[src/rtl/fpga_spi_cs_arbiter.sv]
// ---------------------------------------------------------------------------
// fpga_spi_cs_arbiter
//
// Shares one SPI shift engine among NREQ chip-select clients (CLCD, ADC,
// shield 0/1). A round-robin arbiter picks an owner, then the sequencer
// drives that client's active-low chip select through SETUP / ACTIVE / HOLD /
// GAP phases with programmable lengths. It issues xfer_start pulses to the
// engine and consumes its xfer_done pulses. A locked owner keeps nCS low
// across back-to-back transfers. A watchdog aborts an ACTIVE phase that never
// completes.
//
// Ports
//   PCLK        in   clock
//   PRESET      in   synchronous active-high reset
//   req         in   [NREQ]  level request per client
//   lock        in   [NREQ]  keep ownership for the next transfer while req high
//   mask        in   [NREQ]  1 = client disabled (never granted)
//   xfer_done   in           one-cycle pulse from the SPI engine
//   gnt         out  [NREQ]  one-hot owner, asserted during ACTIVE only
//   cs_n        out  [NREQ]  active-low chip selects, at most one low
//   xfer_start  out          one-cycle pulse to the SPI engine
//   cur_id      out  [ID_W]  index of the current/last owner
//   busy        out          sequencer not idle
//   timeout     out          one-cycle pulse on watchdog expiry
//   stray_done  out          one-cycle pulse: xfer_done outside a valid window
//
// All outputs are registered.
// ---------------------------------------------------------------------------
module fpga_spi_cs_arbiter #(
  parameter  int NREQ     = 4,
  parameter  int CS_SETUP = 2,
  parameter  int CS_HOLD  = 2,
  parameter  int CS_GAP   = 1,
  parameter  int TIMEOUT  = 1024,
  localparam int ID_W     = $clog2(NREQ)
) (
  input  logic            PCLK,
  input  logic            PRESET,
  input  logic [NREQ-1:0] req,
  input  logic [NREQ-1:0] lock,
  input  logic [NREQ-1:0] mask,
  input  logic            xfer_done,
  output logic [NREQ-1:0] gnt,
  output logic [NREQ-1:0] cs_n,
  output logic            xfer_start,
  output logic [ID_W-1:0] cur_id,
  output logic            busy,
  output logic            timeout,
  output logic            stray_done
);

  // Watchdog counter only needs to reach TIMEOUT-1; keep at least one bit so
  // the declaration stays legal when the watchdog is disabled.
  localparam int WD_W = (TIMEOUT == 0) ? 1 : $clog2(TIMEOUT + 1);

  // Phase counters are loaded with length-1 and count down to zero.
  localparam logic [7:0] SETUP_LOAD = 8'(CS_SETUP - 1);
  localparam logic [7:0] HOLD_LOAD  = 8'(CS_HOLD - 1);
  localparam logic [7:0] GAP_LOAD   = 8'(CS_GAP - 1);

  typedef enum logic [2:0] {
    ST_IDLE,
    ST_SETUP,
    ST_ACTIVE,
    ST_HOLD,
    ST_GAP
  } state_t;

  // Registered state
  state_t          state;
  logic [7:0]      phase_cnt;
  logic [WD_W-1:0] wd_cnt;
  logic [ID_W-1:0] rr_ptr;

  // Next-state values
  state_t          state_d;
  logic [7:0]      phase_d;
  logic [WD_W-1:0] wd_d;
  logic [ID_W-1:0] ptr_d;
  logic [ID_W-1:0] owner_d;
  logic            start_d;
  logic            timeout_d;
  logic            stray_d;

  // Registered-output next values
  logic [NREQ-1:0] cs_n_d;
  logic [NREQ-1:0] gnt_d;
  logic            busy_d;

  // Arbitration
  logic [NREQ-1:0] eligible;
  logic            win_found;
  logic [ID_W-1:0] win_id;
  logic [ID_W-1:0] cand;

  // Transfer-window qualifiers
  logic done_ok;
  logic keep_owner;
  logic wd_expired;

  assign eligible = req & ~mask;

  // Round-robin search starting one past the last winner, wrapping at NREQ
  // (NREQ need not be a power of two, so wrap explicitly).
  // NOTE: every variable written here gets a default first so no latch is inferred.
  always_comb begin
    win_found = 1'b0;
    win_id    = '0;
    cand      = rr_ptr;
    for (int i = 0; i < NREQ; i++) begin
      cand = (cand == ID_W'(NREQ - 1)) ? '0 : cand + 1'b1;
      if (!win_found && eligible[cand]) begin
        win_found = 1'b1;
        win_id    = cand;
      end
    end
  end

  // A done is only meaningful in ACTIVE after the start pulse cycle; the
  // engine cannot finish in the same cycle it was told to begin.
  assign done_ok    = xfer_done && (state == ST_ACTIVE) && !xfer_start;
  assign keep_owner = lock[cur_id] && req[cur_id] && !mask[cur_id];
  assign wd_expired = (TIMEOUT != 0) && (state == ST_ACTIVE) &&
                      (wd_cnt == WD_W'(TIMEOUT - 1));

  // -------------------------------------------------------------------------
  // Next-state logic
  // -------------------------------------------------------------------------
  always_comb begin
    state_d   = state;
    phase_d   = phase_cnt;
    wd_d      = wd_cnt;
    ptr_d     = rr_ptr;
    owner_d   = cur_id;
    start_d   = 1'b0;
    timeout_d = 1'b0;
    stray_d   = xfer_done && !done_ok;

    unique case (state)
      ST_IDLE: begin
        if (win_found) begin
          state_d = ST_SETUP;
          phase_d = SETUP_LOAD;
          owner_d = win_id;
          ptr_d   = win_id;
        end
      end

      ST_SETUP: begin
        if (phase_cnt == 8'd0) begin
          state_d = ST_ACTIVE;
          start_d = 1'b1;
        end else begin
          phase_d = phase_cnt - 8'd1;
        end
      end

      ST_ACTIVE: begin
        wd_d = wd_cnt + 1'b1;
        // A done arriving on the expiry cycle still counts as completion.
        if (done_ok) begin
          if (keep_owner) begin
            start_d = 1'b1;
          end else begin
            state_d = ST_HOLD;
            phase_d = HOLD_LOAD;
          end
        end else if (wd_expired) begin
          timeout_d = 1'b1;
          state_d   = ST_HOLD;
          phase_d   = HOLD_LOAD;
        end
      end

      ST_HOLD: begin
        if (phase_cnt == 8'd0) begin
          state_d = ST_GAP;
          phase_d = GAP_LOAD;
        end else begin
          phase_d = phase_cnt - 8'd1;
        end
      end

      ST_GAP: begin
        if (phase_cnt == 8'd0) begin
          state_d = ST_IDLE;
        end else begin
          phase_d = phase_cnt - 8'd1;
        end
      end

      default: state_d = ST_IDLE;
    endcase

    // Watchdog restarts with every start pulse, including locked repeats.
    if (start_d) begin
      wd_d = '0;
    end
  end

  // -------------------------------------------------------------------------
  // Output logic: computed from the next state so the outputs can be
  // registered and still line up with the state they describe.
  // -------------------------------------------------------------------------
  always_comb begin
    cs_n_d = '1;
    gnt_d  = '0;
    busy_d = (state_d != ST_IDLE);
    for (int i = 0; i < NREQ; i++) begin
      if (ID_W'(i) == owner_d) begin
        cs_n_d[i] = !((state_d == ST_SETUP) || (state_d == ST_ACTIVE) ||
                      (state_d == ST_HOLD));
        gnt_d[i]  = (state_d == ST_ACTIVE);
      end
    end
  end

  // -------------------------------------------------------------------------
  // State and output registers
  // -------------------------------------------------------------------------
  // NOTE: sequential state uses non-blocking assignments so every register
  // samples the pre-edge values regardless of statement order.
  always_ff @(posedge PCLK) begin
    if (PRESET) begin
      state      <= ST_IDLE;
      phase_cnt  <= '0;
      wd_cnt     <= '0;
      // Pointer parked on the last client so client 0 wins the first search.
      rr_ptr     <= ID_W'(NREQ - 1);
      cur_id     <= '0;
      cs_n       <= '1;
      gnt        <= '0;
      xfer_start <= 1'b0;
      busy       <= 1'b0;
      timeout    <= 1'b0;
      stray_done <= 1'b0;
    end else begin
      state      <= state_d;
      phase_cnt  <= phase_d;
      wd_cnt     <= wd_d;
      rr_ptr     <= ptr_d;
      cur_id     <= owner_d;
      cs_n       <= cs_n_d;
      gnt        <= gnt_d;
      xfer_start <= start_d;
      busy       <= busy_d;
      timeout    <= timeout_d;
      stray_done <= stray_d;
    end
  end

endmodule
[config.mk]
export PLATFORM = sky130hd
export DESIGN_NAME = fpga_spi_cs_arbiter
export DESIGN_NICKNAME = d
export VERILOG_FILES = /design/src/rtl/fpga_spi_cs_arbiter.sv
export SDC_FILE = /design/constraint.sdc
export NUM_CORES = 1
export LEC_CHECK = 0
export ABC_CLOCK_PERIOD_IN_PS = 3600
export BUFFER_PORTS_ARGS = -buffer_cell sky130_fd_sc_hd__buf_4
export CAP_MARGIN = 25
export CELL_PAD_IN_SITES_DETAIL_PLACEMENT = 1
export CELL_PAD_IN_SITES_GLOBAL_PLACEMENT = 1
export CORE_MARGIN = 4
export CORE_UTILIZATION = 45
export CTS_CLUSTER_DIAMETER = 50
export DETAILED_ROUTE_END_ITERATION = 8
export MAX_ROUTING_LAYER = met4
export PLACE_DENSITY_LB_ADDON = 0.1
export REMOVE_ABC_BUFFERS = 1
export SYNTH_ARGS = -nofsm -noshare
export SYNTH_HDL_FRONTEND = slang
export SYNTH_SLANG_ARGS = --single-unit
[constraint.sdc]
create_clock -name PCLK -period 3.6 [get_ports PCLK]
set_input_delay 0.18 -clock PCLK [delete_from_list [all_inputs] [get_ports PCLK]]
set_output_delay 0.18 -clock PCLK [all_outputs]
set_load 0.05 [all_outputs]
# Word-level counts from Yosys, hierarchy flattened
# Cells that the tools add are included.
[op_classes]
addsub = 6
multipliers = 0
div = 0
order_cmp = 5
eq_ne = 19
shifts = 0
muxes = 48
n_bitwise = 7
reduce_logical = 32
[op_table]
columns = ["op", "count"]
rows = [
  ["$mux 8", 6],
  ["$pmux 8 s4", 1],
  ["$mux 3", 7],
  ["$mux 2", 10],
  ["$lt 2x3->1 const B", 5],
  ["$mux 1", 15],
  ["$pmux 3 s5", 1],
  ["$bmux 1 s2", 7],
  ["$eq 3x2->1 const B", 4],
  ["$reduce_or 2->1", 6],
  ["$add 11x1->11 const B", 1],
  ["$eq 11x10->1 const B", 1],
  ["$logic_and 1x1->1", 9],
  ["$add 2x1->2 const B", 4],
  ["$eq 2x2->1 const B", 4],
  ["$logic_not 8->1", 1],
  ["$sub 8x1->8 const B", 1],
  ["$logic_not 1->1", 7],
  ["$eq 3x1->1 const B", 2],
  ["$ne 3x3->1 const B", 2],
  ["$not 1->1", 5],
  ["$reduce_and 5->1", 1],
  ["$and 4x4->4", 1],
  ["$eq 2x2->1 const A", 2],
  ["12 further kinds", 14],
]
[totals]
register_bits = 38
latch_bits = 0
mem_bits_rw = 0
rom_bits = 0
inputBits = 15
out_inout_bits = 14
elab_cells = 134
mem_count = 0

# Longest topological paths before layout
[logic_depth]
ltp_word = 20
ltp_mapped = 8
ltp_nobuf = 7

# Least setup slack after synthesis
# No wires, ideal clock.
[synth_path]
kind = "register to register"
startpoint = "reg rr_ptr[0]"
endpoint = "reg cs_n[1]"
setup_ns = 0.122
t_arrival_ns = 1.901
required_ns = 3.478
path_slack_ns = 1.578
path_stages_with_launch = 7
path_buffers = 1
period_less_slack_ns = 2.022
path_cell_list = "dfxtp_1 ha_1 or2_1 a221o_1 a2111o_1 buf_2 a221o_1"
[synth_between]
elab_chain_len = 20
elab_cells_between_ends = 47
classes_between = "add/sub: 4; eq/ne: 8; mux: 24; bitwise: 1; reduce/logical: 10"
[synth_rtl]
columns = ["element", "line", "text"]
rows = [
  ["start: declaration", "73", "logic [ID_W-1:0] rr_ptr;"],
  ["start signal: assignment", "229", "rr_ptr <= ID_W'(NREQ - 1);"],
  ["start signal: assignment", "241", "rr_ptr <= ptr_d;"],
  ["$add 2x1->2 or $eq 2x2->1 (tied branches)", "111", "cand = (cand == ID_W'(NREQ - 1)) ? '0 : cand + 1'b1;"],
  ["$mux 2 (*)", "111", ""],
  ["parallel branches: the longest is 18 deep, another holds $add 2x1->2", "-", ""],
  ["end signal: assignment", "243", "cs_n <= cs_n_d;"],
  ["end: declaration", "44", "output logic [NREQ-1:0] cs_n,"],
]
# Every way passes the cells marked *. The select of a mux whose other input is x is not followed.
# A chain may end at the register's enable or synchronous reset.

# Worst setup path after layout
[layout_path]
startpoint = "reg wd_cnt[0]"
endpoint = "reg phase_cnt[7]"
[layout_between]
elab_chain_len = 4
[layout_rtl]
columns = ["element", "line", "text"]
rows = [
  ["start: declaration", "72", "logic [WD_W-1:0] wd_cnt;"],
  ["start signal: assignment", "240", "wd_cnt <= wd_d;"],
  ["$eq 11x10->1", "124", "(wd_cnt == WD_W'(TIMEOUT - 1));"],
  ["$logic_and 1x1->1", "123", "assign wd_expired = (TIMEOUT != 0) && (state == ST_ACTIVE) &&"],
  ["$ne 3x3->1 (no line)", "-", ""],
  ["$reduce_and 5->1 (no line)", "-", ""],
  ["end signal: assignment", "239", "phase_cnt <= phase_d;"],
  ["end: declaration", "71", "logic [7:0] phase_cnt;"],
]
# No other way between the ends.

==> results.md <==
- Outcome: finished clean
- Initial Utilization: 46.72%
- N_diodes: 0
- Clock Latency Late Sink: 0.29 ns
- GRT Total Usage: 19.99%
- Reg2Reg Capture Point: phase_cnt[7]
- Sequential-to-total area share from yosys stat: 37.39%
- Critical path capture point type: register
- Cell family with most CP delay: compound AO/OA/AOI/OAI gates
- RSZ-0062 raised after global routing: false
- Cts bufs inserted: 5
- Non-filler cells, final: 310
- DR vias: 1802
- Flop2flop setup slack: 1.36 ns
- Width of the die: 75.24 µm
- Core ar.: 0.004354 mm²
- Maxcap violations: 0
- Count of cell types in the netlist: 63
- Worst-margin pin slew: 0.6305 ns
- Most frequent cells in the layout: dfxtp_1 (38), buf_4 (28), nor2_1 (24), nand2_1 (22), a21oi_1 (13)
- Synthesized area per cell: 8.807 µm²
- WP data required: 3.77 ns
- Final net count: 275
- Post-DRT Antenna Nets: 0
- Crit path DAT: 2.41 ns
- Post-CTS Setup Repair Bufs: 0
- Area occupied by multi-input gates: 0.001196 mm²
- Clk buf depth: 2
- Post-synth EDFFs: 0
- Mapped Area: 0.002034 mm²
- R2r startpoint: wd_cnt[0]
- Final estimated routing congestion in global placement: 0.7732
- First-pass GRT wire length: 8390 µm
- DRC viols: 0
- Crit path kind: register to register
- HPWL after DPL: 3911 µm
- Crit path buffers/inverters: 0
- Global route overflow: 0
- Initial antenna violation count: 0
- Worst rel slew slack: 57.42%
- Reg area: 760.7 µm²
- # resized after CTS: 0
- Final slew viol count: 0
- Core Util, Final: 54.89%
- Peak Freq: 446.3 MHz
- Post-synthesis instance total: 231
- Post-synthesis sequential element count: 38
- Placed Area: 0.002247 mm²
- Worst-path fanout max: 4
- Final instance area: 0.002390 mm²
- First DRT Iteration DRCs: 63
- Final setup fails: 0
- Max incr delay on CP: 0.60 ns
- Final setup TNS: 0 ns
- Ys flop type: dfxtp_1
- Hold Crit Class: input port to register
- Clk sink count: 38
- Post-Route Skew: 0.003746 ns
- Vias per inst: 5.813
- Post-DR wirelength/cell: 16.55 µm
- VDD IR max: 0.5426 mV
- DR pass1 iterations: 4
- Final hold vios: 0
- Area grow syn2layout: 17.47%
- Die Footprint: 0.005661 mm²
- Commonest non-fill, non-tap cell in the layout: dfxtp_1
- Hold Startpoint: xfer_done
- Vias in the first global route: 1794
- Routed wire length: 5129 µm
- Pin count of the biggest net entering global routing: 23
- Worst path cell trace: ha_1, nand2_1, o41ai_1, o22ai_1, a2111oi_0, o21ai_0
- Leakage dissipation: 0.9273 nW
- Vert. Die Dim: 75.24 µm
- Worst hold endpoint: stray_done
- Post-Place Cells: 302
- Asr flop ratio synth: 0%
- Pwr Density: 878.4 mW/mm²
- Share of post-route cells with drive strength above 1: 20.16%
- Std-Cell Rows: 24
- Port bufs: 28
- Synth warn: 0
- Post-CTS Hold Fix Bufs: 0
- Post-layout min period: 2.241 ns
- Root Driver: clkbuf_8
- CTS tree: done
- # IOs: 29
- Hold path depth: 2
- R2R depth: 6
- Startpoint types: register
- H-Tree Depth: 2
- Filler Cell Count: 519
- Fin crit share: 62.24%
- Clk pin slew, worst setup/hold paths: 0.08 ns
- Slowest cell on crit path: o41ai_1
[sequential cells by signal, summed over array words and instances, names as in the netlist, 2 cells and up]
name       cells
phase_cnt      8
rr_ptr         2
cur_id         2
wd_cnt        11
gnt            4
state          3
cs_n           4
[cells by family after synthesis]
group / synth area share (%)
compound gates: 18.70
mux: 1.045
fa+ha+maj: 1.845
flops: 37.39
buf+inv: 3.813
simple gates: 32.90
xor+xnor: 4.305
[worst max-delay path by stage]
| stage | startpoint | end | cells after the start |
|---|---|---|---|
| after global routing | wd_cnt[0] | phase_cnt[7] | 6 |
| after floorplan | rr_ptr[0] | cs_n[1] | 5 |
| after global placement | rr_ptr[0] | cs_n[1] | 5 |
| after detailed placement | wd_cnt[0] | phase_cnt[7] | 6 |
| after CTS | wd_cnt[0] | phase_cnt[7] | 6 |
| final | wd_cnt[0] | phase_cnt[7] | 6 |
[cell usage after synthesis (all sizes together) (5+ instances only)]
cell type  count  area, µm²
a21oi         13      65.06
nand2b         8      50.05
dfxtp         38      760.7
nand2         22      82.58
xnor2          5      43.79
nor3          12      65.06
nor2          24      90.09
buf            6      51.30
xor2           5      43.79
nand3          8      40.04
nor2b          6      40.04
[metal layers]
layer	global-route usage, %	part of all wire [%]	wire, µm	up-vias
met1	24.98	46	2367	876
met4	4.660	0.94	48	0
met3	3.605	1.9	100	5
li1	-	-	-	903
met2	33.56	51	2613	18
met5	-	0	0	-
[report_power, final]
group / total, mW / leakage [nW] / switching [mW] / internal (mW)
logic: 1.03 / 0.546 / 0.643 / 0.387
registers: 0.618 / 0.310 / 0.102 / 0.516
clock network: 0.452 / 0.0714 / 0.156 / 0.296
total: 2.10 / 0.927 / 0.901 / 1.20
[through the flow]
stage / power, mW / setup slack [ns] / hold WS, ns
floorplan: 1.379 / 1.594 / 0.2491
global placement: 1.630 / 1.471 / 0.4065
detailed placement: 1.648 / 1.371 / 0.4227
CTS: 2.109 / 1.355 / 0.1163
global route: 2.257 / 1.089 / 0.1232
finish: 2.099 / 1.359 / 0.1249
[area by class of cell]
cell class / count / area share [%]
Clock buffer: 6 / 3.456
Inverter: 4 / 0.6283
Timing Repair Buffer: 28 / 8.796
Tap cell: 52 / 2.723
Multi-Input combinational cell: 180 / 50.05
Sequential cell: 38 / 31.83
Clock inverter: 2 / 2.513
No activity file was read; power rests on OpenSTA's default activity.
